$ cat config.mk
export PLATFORM = sky130hd
export DESIGN_NAME = detect_count_controller
export DESIGN_NICKNAME = d
export VERILOG_FILES = /design/src/rtl/detect_count_controller_pkg.sv /design/src/rtl/detect_count_controller_load_dncounter.sv /design/src/rtl/detect_count_controller.sv
export SDC_FILE = /design/constraint.sdc
export NUM_CORES = 1
export LEC_CHECK = 0
export ABC_AREA = 1
export CORE_UTILIZATION = 49
export DETAILED_ROUTE_END_ITERATION = 8
export PLACE_DENSITY_LB_ADDON = 0.15
export SLEW_MARGIN = 20
export SYNTH_ARGS = -nofsm -noshare
export SYNTH_HDL_FRONTEND = slang
export SYNTH_HIERARCHICAL = 1
export SYNTH_SLANG_ARGS = --single-unit
$ cat constraint.sdc
create_clock -name clk -period 1.8 [get_ports clk]
set_input_delay 0.36 -clock clk [delete_from_list [all_inputs] [get_ports clk]]
set_output_delay 0.36 -clock clk [all_outputs]
set_load 0.02 [all_outputs]
$ cat src/rtl/detect_count_controller_pkg.sv
// Shared definitions for the detect/count sequencer: state encoding and default widths.
package detect_count_controller_pkg;

  localparam int DEF_CNT_W = 4;
  localparam int DEF_EVT_W = 8;

  typedef enum logic [2:0] {
    IDLE    = 3'd0,
    LOAD    = 3'd1,
    COUNT   = 3'd2,
    RELEASE = 3'd3
  } state_t;

endpackage

$ cat src/rtl/detect_count_controller_load_dncounter.sv
// Loadable down-counter that parks at zero instead of wrapping.
module load_dncounter
  import detect_count_controller_pkg::*;
#(
  parameter int W = DEF_CNT_W
) (
  input  logic         clk,
  input  logic         rst,
  input  logic         ld,
  input  logic         dec,
  input  logic [W-1:0] d,
  output logic [W-1:0] q,
  output logic         zero
);

  localparam logic [W-1:0] ONE_C = W'(1'b1);

  logic [W-1:0] q_r;

  // Counter register: load has priority, decrement stops at zero.
  always_ff @(posedge clk or posedge rst) begin
    if (rst) begin
      q_r <= '0;
    end else if (ld) begin
      q_r <= d;
    end else if (dec && (q_r != '0)) begin
      q_r <= q_r - ONE_C;
    end else begin
      q_r <= q_r;
    end
  end

  assign q    = q_r;
  assign zero = (q_r == '0);

endmodule

$ cat src/rtl/detect_count_controller.sv
// Sequencer behind the pattern detector: holds for a programmable count after a match,
// then strobes the detector enable to release it, tallying serviced detections.
module detect_count_controller
  import detect_count_controller_pkg::*;
#(
  parameter int CNT_W = DEF_CNT_W,
  parameter int EVT_W = DEF_EVT_W
) (
  input  logic             clk,
  input  logic             rst,
  input  logic             det_w,
  input  logic [CNT_W-1:0] cnt_init,
  input  logic             clr_evt,
  output logic             det_en,
  output logic [CNT_W-1:0] cnt_val,
  output logic             busy,
  output logic             done,
  output logic [EVT_W-1:0] evt_cnt
);

  localparam logic [EVT_W-1:0] EVT_ONE_C = EVT_W'(1'b1);
  localparam logic [EVT_W-1:0] EVT_MAX_C = '1;

  state_t           state_r;
  state_t           state_nxt_s;
  logic             ld_s;
  logic             dec_s;
  logic             inc_s;
  logic             cnt_zero_s;
  logic [CNT_W-1:0] cnt_q_s;
  logic             det_en_r;
  logic             busy_r;
  logic [EVT_W-1:0] evt_r;

  load_dncounter #(.W(CNT_W)) u_hold (
    .clk  (clk),
    .rst  (rst),
    .ld   (ld_s),
    .dec  (dec_s),
    .d    (cnt_init),
    .q    (cnt_q_s),
    .zero (cnt_zero_s)
  );

  // Next-state and counter control decode.
  always_comb begin
    state_nxt_s = IDLE;
    ld_s        = 1'b0;
    dec_s       = 1'b0;
    inc_s       = 1'b0;
    case (state_r)
      IDLE: begin
        if (det_w) begin
          state_nxt_s = LOAD;
          inc_s       = 1'b1;
        end else begin
          state_nxt_s = IDLE;
        end
      end
      LOAD: begin
        ld_s        = 1'b1;
        state_nxt_s = COUNT;
      end
      COUNT: begin
        if (cnt_zero_s) begin
          state_nxt_s = RELEASE;
        end else begin
          state_nxt_s = COUNT;
          dec_s       = 1'b1;
        end
      end
      RELEASE: begin
        state_nxt_s = IDLE;
      end
      default: begin
        state_nxt_s = IDLE;
      end
    endcase
  end

  // State register; Moore outputs are registered from the next state so they
  // line up exactly with the state they belong to.
  always_ff @(posedge clk or posedge rst) begin
    if (rst) begin
      state_r  <= IDLE;
      det_en_r <= 1'b0;
      busy_r   <= 1'b0;
    end else begin
      state_r  <= state_nxt_s;
      det_en_r <= (state_nxt_s == RELEASE);
      busy_r   <= (state_nxt_s != IDLE);
    end
  end

  // Saturating detection tally; clear beats a same-cycle increment.
  always_ff @(posedge clk or posedge rst) begin
    if (rst) begin
      evt_r <= '0;
    end else if (clr_evt) begin
      evt_r <= '0;
    end else if (inc_s && (evt_r != EVT_MAX_C)) begin
      evt_r <= evt_r + EVT_ONE_C;
    end else begin
      evt_r <= evt_r;
    end
  end

  assign det_en  = det_en_r;
  assign done    = det_en_r;
  assign busy    = busy_r;
  assign cnt_val = cnt_q_s;
  assign evt_cnt = evt_r;

endmodule

==> results by stage, run 1 <==
Clocking:
- The total setup buffers inserted after CTS is 0.
- In this run the clock root is driven by a clkbuf_4.
- CTS built an H-tree with a depth of 1.
- The CTS sink count is 16.
- The clock edge transition at the registers on the reported setup and hold paths is 0.09 ns.
- The number of buffers between clock root and the deepest sink is 2.
- The source-to-sink clock delay at the later pin of the worst-skew pair is 0.29 ns.
- The number of CTS-inserted buffers is 3.
- TritonCTS built the clock tree.

Critical path:
- At the worst endpoint, the required time is 1.44 ns.
- STA classifies the critical path startpoint as a flop.
- The critical path goes through clkdlybuf4s50_1.
- In this run the worst path has a maximum fanout of 5.
- Together, buffers and inverters on the worst path number 1.
- The largest individual stage delay along the critical path comes from the cell clkdlybuf4s50_1.
- The worst setup path is captured at an output pin.
- The cell family contributing the most delay on the critical path is buffers and inverters.
- The critical path arrival is 1.36 ns.
- The worst setup path category is reg2out.
- The largest stage delay on the critical path is 0.63 ns.

Yosys:
- The most numerous cell in the Yosys netlist is nand2_1.
- Of the total synthesized cell area, the portion taken by full adders, half adders and majority gates is 0.07335.
- The number of enable-type register cells in the synthesized netlist is 0.
- The number of distinct standard cells referenced by the synthesized netlist is 21.
- In the synthesized netlist, the cells that appear most often are 39 x nand2_1, 19 x inv_1, 16 x dfrtp_1, 16 x nand3_1, 12 x nor2_1.
- The Yosys step of the flow raised 6 warnings.
- The synthesized area per cell is roughly 7.4 µm².
- In the synthesized netlist the dominant register cell turns out to be dfrtp_1.
- The biggest area consumer among synthesized cells is dfrtp_1.
- After technology mapping, the gate count stands at 138.
- Of the total synthesized cell area, the portion taken by XOR and XNOR cells is 0.
- The share of the synthesized area in the top cell type is 0.3912.
- By area the synthesized netlist is led by dfrtp_1 39%, nand2_1 14%, nand3_1 7.8%.
- Counting every net in the synthesized netlist gives 152.
- The sequential share of the synthesized area is 0.3912.
- The multiplexer share of the synthesized area is 0.
- By area, the combinational part of the netlist is dominated by simple AND/OR/NAND/NOR gates.
- The register bit total from synthesis is 16.
- The compound-cell area share of the yosys netlist was 0.07090.
- The area share of and/or/nand/nor cells after synthesis is 0.3753.
- The mapped netlist covers 0.001023 mm².
- After synthesis, the share of flip-flops with an asynchronous set or reset is 1.000.

Timing:
- At the pin with the least slew margin, the transition time is between 0.4 and 0.5 ns.
- Setup repair after global routing left no endpoint under its margin.
- The final total negative setup slack is 0 ns.
- The part of the cycle the worst path needs is 0.9543.
- The tightest slew margin relative to the limit is 0.6922.
- The number of pins exceeding their max-slew limit in the final report is 0.
- The total setup violations reported at the end of the flow is 0.
- Counting I/O delays and the setup requirement, the final critical path takes 1.718 ns.
- The maximum clock rate is 582.2 MHz.
- On the final layout, the worst clock skew is 0.004522 ns.
- The setup slack of the critical path after layout is 0.08229 ns.
- The final hold violation count is 0.

Floorplan:
- For this configuration, the core starts out at a cell density of 0.5217.
- The floorplan has 16 rows.
- The standard cell core area is 0.001962 mm².
- The floorplan step defined a die boundary enclosing 0.002275 mm².
- The height of the chip is 47.70 µm.
- The die is 47.70 µm wide.
- The number of top-level design ports is 23.

Pwr:
- The switching power total is 0.7517 mW.
- The power density over the cells is 1327 mW/mm².
- The share of total power dissipated in sequential elements is 0.323.
- The internal portion of the total power is 0.9811 mW.
- The share of total power dissipated in the clock network is 0.135.
- The static leakage is 0.6933 nW.
- The worst-case IR drop observed on VDD is 667.1 µV.
- Of the total power, the share spent switching nets is 0.4338.
- The share of total power dissipated in combinational logic is 0.542.

Finish:
- The synthesis-to-layout area growth is 27.63%.
- The final instance area is 0.001306 mm².
- The share of cells above drive strength 1 is 0.1049.
- The final net count is roughly 180.
- The number of inserted diodes is 0.
- The number of filler instances in the final layout is 185.

Detailed routing:
- The detail-routed via count per cell is 4.878.
- The number of iterations in the first detailed-routing pass is 4.
- The final layout contains routed wiring with a total length of 1.985 mm.
- The detailed router finished its first iteration with 9 violations.
- The vias after detailed routing is just over 900.
- The average wire per standard cell is roughly 11 µm.
- In this run the remaining antenna-violating nets after routing total 0.
- The number of design rule violations left after detail routing is 0.

Placement:
- OpenSTA, run right after detailed placement, puts the worst setup slack at about 0.26 ns.
- The final weighted congestion in routability-driven placement is 0.7853.
- Once placement finished, the instance area stood at 0.001265 mm².
- Input and output buffers added on the ports amount to 22.
- The wire-length estimate of the detail-placed layout is 1.579 mm.

Global route:
- The first global-routing pass estimated 3.118 mm of wire.
- The total congestion overflow after global routing is 0.
- The overall fraction of global-route tracks in use is 0.1992.
- The via count of the first global-routing pass is 833.
- The initial antenna violation count is 0.
- Entering global routing, the biggest net connects 14 pins.

Job:
- The tool flagged a number of max-cap violations equal to 0.

Worst hold path:
- The min-delay analysis places its worst path in the category in2async.

Status:
- The run finished with clean final reports.
cell families (layout without fill, tap and decap cells):
| group | count (synthesis) | in the layout |
|---|---|---|
| AND/OR/NAND/NOR | 81 | 81 |
| adder cells (fa/ha/maj) | 6 | 6 |
| AO/OA/AOI/OAI | 12 | 12 |
| buffers and inverters | 23 | 47 |
| flip-flops | 16 | 16 |
per-stage QoR:
step | util | power (mW) | hold slack (ns) | cells
2_1_floorplan | - | 1.211 | 0.1261 | 138
3_3_place_gp | 0.6448 | 1.486 | 0.5415 | 185
3_5_place_dp | 0.6448 | 1.518 | 0.5625 | 185
4_1_cts | 0.6633 | 1.756 | 0.2715 | 189
5_1_grt | 0.6658 | 1.907 | 0.2737 | 189
6_report | 0.6658 | 1.733 | 0.2674 | 189
sequential cells by signal, summed over array words and instances, names as in the netlist:
register,flops
busy,1
state_r,2
u_hold/q,4
evt_cnt,8
det_en,1
worst paths after layout:
| kind | start | end | slack [ns] | depth (start not counted) |
|---|---|---|---|---|
| worst max-delay path | evt_cnt[3] | evt_cnt[3] | 0.08 | 1 |
| worst min-delay path | rst | u_hold/q[3] | 0.27 | 2 |
| worst max register to register | u_hold/q[0] | u_hold/q[3] | 0.32 | 9 |
| worst min register to register | u_hold/q[1] | u_hold/q[1] | 0.58 | 2 |
| max in group asynchronous | rst | evt_cnt[4] | 1.09 | 2 |
| min in group clk | u_hold/q[1] | u_hold/q[1] | 0.58 | 2 |
power by group through the flow:
| stage | clock (mW) | sequential [mW] | combinational [mW] |
|---|---|---|---|
| 4_1_cts | 0.239 | 0.561 | 0.955 |
| 5_1_grt | 0.261 | 0.579 | 1.07 |
| 3_5_place_dp | 0 | 0.569 | 0.949 |
| 2_1_floorplan | 0 | 0.653 | 0.558 |
| 6_report | 0.234 | 0.560 | 0.939 |
| 3_3_place_gp | 0 | 0.563 | 0.923 |
routing by layer:
layer / track usage / part of all wire / vias up
met5: 0 / 0 / -
met4: 0.1278 / 0.028 / 0
met3: 0.03774 / 0.049 / 7
met2: 0.3378 / 0.47 / 23
met1: 0.2286 / 0.45 / 417
li1: - / - / 475
cells in the final DEF, fill, tap and decap left out, drive strengths merged, types with 5 or more instances in the layout:
cell / n
a21oi: 5
clkdlybuf4s50: 20
dfrtp: 16
ha: 6
inv: 20
nand2: 46
nand3: 16
nor2: 15
o21ai: 5
repair_timing:
item,CTS,global route
hold buffers,0,0
setup endpoints to repair,0,2
gates resized for setup,0,2
cell type report:
| type | count | area, µm² | area share |
|---|---|---|---|
| Clock buffer | 4 | 36.28 | 0.02778 |
| Timing Repair Buffer | 22 | 225.2 | 0.1724 |
| Tap cell | 27 | 33.78 | 0.02586 |
| Multi-Input combinational cell | 99 | 531.8 | 0.4071 |
| Inverter | 21 | 78.83 | 0.06034 |
| Sequential cell | 16 | 400.4 | 0.3065 |
(Power assumes the default switching activity.)
==> inputs of run 2 (changes only) <==
Settings changed: CORE_UTILIZATION 49 to 44.
==> results by stage, run 2 (synthesis gave the netlist of run 1 again) <==
Status:
- The flow ran to the end, and the final reports show no timing, DRC or antenna violations.

Timing:
- The part of the cycle the worst path needs is 0.9718 (+0.01756).
- The time the final worst path needs with I/O delays and setup is 1.749 ns (+0.03161 ns).
- The maximum clock rate came to 571.7 MHz (-1.8%).
- The tightest slew margin relative to the limit is 0.6942 (+0.002025).
- The final hold violation count is 0 (unchanged).
- The final setup skew is 0.002447 ns (-0.002075 ns).
- The total setup violations reported at the end of the flow is 0 (unchanged).
- The final total negative setup slack is 0 ns (unchanged).
- The number of pins exceeding their max-slew limit in the final report is 0 (unchanged).
- The pin slew with the least headroom to its limit came to 0.4582 ns (-0.003035 ns).
- Setup repair after global routing left no endpoint under its margin.
- The setup slack of the critical path after layout is 0.05068 ns (-0.03161 ns).

Floorplan:
- The standard cell core area is 0.002212 mm² (+13%).
- The die outline area is 0.002523 mm² (+11%).
- The number of top-level design ports came to 23 (unchanged).
- The height of the chip is 50.23 µm (+5.3%).
- The chip width is 50.23 µm (+5.3%).
- The effective utilization at floorplan is 0.4627 (-0.05901).
- The floorplan row count is 17 (+1).

Finish:
- The share of cells above drive strength 1 is 0.1049 (unchanged).
- The most frequent standard cell in the layout excluding fill and tap cells is nand2_1.
- The final non-filler cell total is 190 (+0.53%).
- The number of filler instances in the final layout is 200 (+8.1%).
- In the layout the commonest cells are 39 x nand2_1, 21 x clkdlybuf4s50_1, 19 x inv_1.
- The synthesis-to-layout area growth came to 27.51% (about the same).
- The final net count is 177 (unchanged).
- The number of inserted diodes is 0 (unchanged).
- The number of flip-flops in the largest register came to 8 (unchanged).

Placement:
- The final weighted congestion in routability-driven placement is 0.7763 (-1.1%).
- The instance count after placement with tap cells included came to 186 (+0.54%).
- The post-placement setup slack is 0.2434 ns (-0.02084 ns).
- The post-detailed-placement half-perimeter wirelength is 1.521 mm (-3.7%).
- The count of input and output buffers is 22 (unchanged).

Clocking:
- The number of CTS-inserted buffers is 3 (unchanged).
- The CTS sink count is 16 (unchanged).
- The clock edge transition at the registers on the reported setup and hold paths is 0.10 ns (about the same).
- The number of buffers between clock root and the deepest sink is 2 (unchanged).
- CTS placed an instance of clkbuf_4 at the clock tree root.
- The CTS tree is built.
- The number of hold buffers added after CTS is 0 (unchanged).
- The total number of H-tree levels was 1 (unchanged).
- The source-to-sink clock delay at the later pin of the worst-skew pair is 0.29 ns (about the same).

Detailed routing:
- The number of iterations in the first detailed-routing pass is 4 (unchanged).
- The highest layer touched by signal routing is met4.
- The number of design rule violations left after detail routing is 0 (unchanged).
- The remaining number of nets flagged by the antenna check after routing was 0 (unchanged).
- The average wire per standard cell is 10.45 µm (-0.48%).
- The detail-routed via count per cell is 4.858 (-0.42%).
- The number of DRC markers in iteration 0 is 15 (+6).
- The vias after detailed routing is 923 (+0.11%).
- The aggregate routed wire length is 1.986 mm (about the same).
- The wire length on met1 is 992 µm (+11%).
- The total met3 wirelength after detailed routing is 69 µm (-30%).
- The length of routed met2 wiring is 899 µm (-3.7%).

Critical path:
- The largest driver fanout on the critical path is 7 (+2).
- The kind of end point of the critical path is an output pin.
- The largest stage delay on the critical path came to 0.64 ns (about the same).
- The critical path arrival is 1.39 ns (+0.03 ns).
- STA classifies the critical path startpoint as a flop.
- The cell with the biggest individual delay on the critical path is clkdlybuf4s50_1.
- The worst setup path category is reg2out.
- The cell family contributing the most delay on the critical path is buffers and inverters.
- The required time at the worst-slack endpoint is 1.44 ns (about the same).
- The worst path buffer plus inverter count is 1 (unchanged).
- Traced cell by cell, the critical path runs through clkdlybuf4s50_1.

Global route:
- The via count of the first global-routing pass is 827 (-0.72%).
- The total congestion overflow after global routing is 0 (unchanged).
- The global-route wire length before repair is 3.429 mm (+10%).
- The largest net degree at the start of global routing came to 14 (unchanged).
- The overall fraction of global-route tracks in use is 0.1762 (-0.02301).
- The initial antenna violation count is 0 (unchanged).

Pwr:
- The power density over the cells came to 1337 mW/mm² (+0.78%).
- The largest voltage drop on the vdd net came to 809.4 µV (+21%).
- The static leakage is 0.6822 nW (-1.6%).

Worst hold path:
- The path class of the tightest hold or removal check is in2async.

Job:
- The number of maximum-capacitance violations is 0 (unchanged).
==> run 2: layer usage <==
metal  vias to the layer above  global-route usage
li1                        478                   -
met1                       421              0.2371
met2                        20              0.2867
met3                         4             0.01818
met4                         0             0.07143
met5                         -                   0
==> run 2: per-stage QoR <==
stage | utilization | power, mW | cell area, µm² | hold WS (ns)
after floorplan | - | 1.211 | 1023 | 0.1261
after global placement | 0.5724 | 1.485 | 1266 | 0.5558
after detailed placement | 0.5724 | 1.519 | 1266 | 0.5684
after CTS | 0.5888 | 1.763 | 1303 | 0.2743
after global routing | 0.5899 | 1.902 | 1305 | 0.2843
final | 0.5899 | 1.745 | 1305 | 0.2773
==> run 2: area by class of cell <==
class,count,area (µm²),share of cell area
well taps,28,35.03,0.02685
multi-input cells,99,531.8,0.4075
inverters,21,78.83,0.06040
repair buffers,22,222.7,0.1707
clock buffers,4,36.28,0.02780
flip-flops and latches,16,400.4,0.3068
==> run 2: power by group <==
| part | internal, mW | switching, mW | total [mW] |
|---|---|---|---|
| clock network | 0.123 | 0.119 | 0.242 |
| registers | 0.466 | 0.0988 | 0.565 |
| logic | 0.392 | 0.545 | 0.938 |
==> run 2: timing repair <==
item,CTS,global route
endpoints found under the setup margin,0,1
gates resized for setup,0,1
setup buffers,0,0
==> run 2: final timing paths <==
check | slack (ns) | to | startpoint | depth (start not counted)
worst max-delay path | 0.05 | evt_cnt[5] | evt_cnt[5] | 1
worst min register to register | 0.59 | u_hold/q[0] | u_hold/q[0] | 2
min in group clk | 0.59 | u_hold/q[0] | u_hold/q[0] | 2
worst min-delay path | 0.28 | u_hold/q[1] | rst | 2
worst max register to register | 0.32 | u_hold/q[3] | u_hold/q[0] | 9
max in group asynchronous | 1.08 | det_en | rst | 2
==> run 2: worst reg2reg max path: stages, from the launching register on <==
cell	delay (ns)
dfrtp_1	0.41
inv_1	0.09
ha_1	0.23
nand2_2	0.11
inv_1	0.06
nor2_1	0.21
nand3b_1	0.14
nand2_1	0.06
clkinv_1	0.04
nand2_1	0.04
==> inputs of run 3 (changes only) <==
Settings changed: CORE_ASPECT_RATIO set to 1.25.
==> results by stage, run 3 (synthesis gave the netlist of run 1 again) <==
Timing:
- The part of the cycle the worst path needs is 0.9839 (+0.01205).
- The tightest slew margin relative to the limit is 0.6696 (-0.02463).
- The number of pins exceeding their max-slew limit in the final report was 0 (unchanged).
- The final setup skew is 0.01068 ns (+0.008234 ns).
- The maximum clock rate was 564.6 MHz (-1.2%).
- The pin slew with the least headroom to its limit is 0.4951 ns (+0.03691 ns).
- The final hold violation count is 0 (unchanged).
- The time the final worst path needs with I/O delays and setup was 1.771 ns (+0.02169 ns).
- Setup repair after global routing left no endpoint under its margin.
- The total setup violations reported at the end of the flow is 0 (unchanged).
- The final total negative setup slack is 0 ns (unchanged).

Pwr:
- The power density over the cells came to 1344 mW/mm² (+0.54%).
- The static leakage is 0.6685 nW (-2.0%).
- The largest voltage drop on the vdd net is 1052 µV (+30%).

Placement:
- The post-detailed-placement half-perimeter wirelength was 1.661 mm (+9.2%).
- The final weighted congestion in routability-driven placement is 0.8457 (+8.9%).
- The post-place instance area is 0.001277 mm² (+0.89%).
- The instance count after placement with tap cells included was 190 (+2.2%).
- The count of input and output buffers is 22 (unchanged).

Worst hold path:
- In this run the worst hold path is classified as in2async.

Critical path:
- The worst-case register-to-register setup slack came to 0.34 ns (+0.02 ns).
- The largest driver fanout on the critical path is 6 (-1).
- The worst setup path is launched from a flop.
- The critical path goes through clkdlybuf4s50_1.
- The kind of end point of the critical path is an output pin.
- The largest stage delay on the critical path is 0.65 ns (about the same).
- The origin of the critical flop-to-flop path is u_hold/q[0].
- The slowest stage of the critical path belongs to the cell clkdlybuf4s50_1.
- The destination of the worst register-to-register timing path is u_hold/q[3].
- The required time at the worst-slack endpoint was 1.44 ns (about the same).
- The worst path buffer plus inverter count is 1 (unchanged).
- The cell count of the worst reg-to-reg path is 9 (unchanged).
- The critical path arrival is 1.41 ns (+0.02 ns).
- The path length in cells of the critical path is 1 (unchanged).
- By startpoint and endpoint, the worst setup path is classified as reg2out.
- Among cell families on the critical path, the largest total delay comes from buffers and inverters.

Clocking:
- The number of CTS-inserted buffers is 3 (unchanged).
- The source-to-sink clock delay at the later pin of the worst-skew pair is 0.30 ns (about the same).
- The total number of H-tree levels is 1 (unchanged).
- The clock edge transition at the registers on the reported setup and hold paths is 0.10 ns (about the same).
- The number of hold buffers added after CTS is 0 (unchanged).
- The total setup buffers inserted after CTS is 0 (unchanged).
- The number of gates given a new drive strength after cts is 0 (unchanged).
- The CTS sink count was 16 (unchanged).
- The number of buffers between clock root and the deepest sink is 2 (unchanged).
- TritonCTS built the clock tree.
- CTS placed an instance of clkbuf_4 at the clock tree root.

Global route:
- The via count of the first global-routing pass came to 873 (+5.6%).
- The initial antenna violation count came to 0 (unchanged).
- The overall fraction of global-route tracks in use is 0.1916 (+0.01535).
- The largest net degree at the start of global routing came to 14 (unchanged).
- The global-route wire length before repair was 3.594 mm (+4.8%).
- The total congestion overflow after global routing was 0 (unchanged).

Finish:
- The number of flip-flops in the largest register is 8 (unchanged).
- The top cell types in the final layout, fill and taps aside, are 39 x nand2_1, 22 x clkdlybuf4s50_1, 19 x inv_1.
- The final net count is 178 (+0.56%).
- From synthesis to final layout, the design area changed by 28.36%.
- The library cell used most frequently in the layout, excluding fill and tap cells, is nand2_1.
- The number of filler instances in the final layout is 200 (unchanged).
- The final non-filler cell total was 194 (+2.1%).
- The final instance area was 0.001314 mm² (+0.67%).
- The number of inserted diodes is 0 (unchanged).
- The share of cells above drive strength 1 is 0.1104 (+0.005491).

Status:
- The flow ran to the end, and the final reports show no timing, DRC or antenna violations.

Floorplan:
- The effective utilization at floorplan came to 0.4680 (+0.005294).
- The standard cell core area was 0.002187 mm² (-1.1%).
- The number of top-level design ports is 23 (unchanged).
- The die outline area came to 0.002524 mm² (about the same).
- The floorplan row count is 19 (+2).
- The chip width is 45.14 µm (-10%).
- The height of the chip was 55.92 µm (+11%).

Detailed routing:
- The number of iterations in the first detailed-routing pass came to 4 (unchanged).
- The vias after detailed routing was 945 (+2.4%).
- The aggregate routed wire length is 2.177 mm (+9.6%).
- The remaining number of nets flagged by the antenna check after routing is 0 (unchanged).
- The number of DRC markers in iteration 0 was 14 (-1).
- The detail-routed via count per cell is 4.871 (+0.27%).
- The average wire per standard cell is 11.22 µm (+7.4%).
- The number of design rule violations left after detail routing came to 0 (unchanged).

Job:
- The number of maximum-capacitance violations is 0 (unchanged).
## run 3: cell count changes in the layout (fill, tap and decap cells not counted), sizes merged
| cell | previous run | this run |
|---|---|---|
| buf | 0 | 1 |
| clkdlybuf4s50 | 21 | 22 |
| dlymetal6s2s | 1 | 0 |
## run 3: worst max path at each step
stage               slack (ns)   startpoint     endpoint
floorplan                 0.30  u_hold/q[0]  u_hold/q[3]
global placement          0.26        det_w   evt_cnt[0]
detailed placement        0.24        det_w   evt_cnt[0]
CTS                       0.03   evt_cnt[2]   evt_cnt[2]
global route             0.006   evt_cnt[2]   evt_cnt[2]
finish                    0.03   evt_cnt[2]   evt_cnt[2]
## run 3: layer usage
layer  share of wire  routed length [µm]  global-route usage
met4           0.017                  38             0.07792
met2            0.54                1167              0.3395
met5               0                   0                   0
met3           0.034                  75             0.03247
met1            0.41                 895              0.2155
## run 3: final cells by class
| class | instances | area [µm²] | area share |
|---|---|---|---|
| multi-input cells | 99 | 531.8 | 0.4048 |
| flip-flops and latches | 16 | 400.4 | 0.3048 |
| repair buffers | 23 | 227.7 | 0.1733 |
| inverters | 21 | 78.83 | 0.06000 |
| well taps | 31 | 38.79 | 0.02952 |
| clock buffers | 4 | 36.28 | 0.02762 |
## run 3: worst reg2reg max path: cells and delay by family, from the launching register on
| kind | cells | cell delay [ns] |
|---|---|---|
| DFF | 1 | 0.40 |
| buffers and inverters | 3 | 0.20 |
| adders and majority gates | 1 | 0.24 |
| and+or+nand+nor | 5 | 0.54 |
## run 3: metrics by stage
step	power [mW]	hold slack (ns)	worst slack (ns)	util
2_1_floorplan	1.211	0.1261	0.3033	-
3_3_place_gp	1.502	0.5426	0.2564	0.5841
3_5_place_dp	1.532	0.5546	0.2384	0.5841
4_1_cts	1.785	0.2757	0.02812	0.6007
5_1_grt	1.921	0.2982	0.005939	0.6007
6_report	1.766	0.2676	0.02899	0.6007
## run 3: power by group
group          switching, mW  internal [mW]  total [mW]
sequential            0.0885          0.466       0.554
clock                  0.125          0.124       0.248
combinational          0.560          0.403       0.963
total                  0.773          0.993        1.77
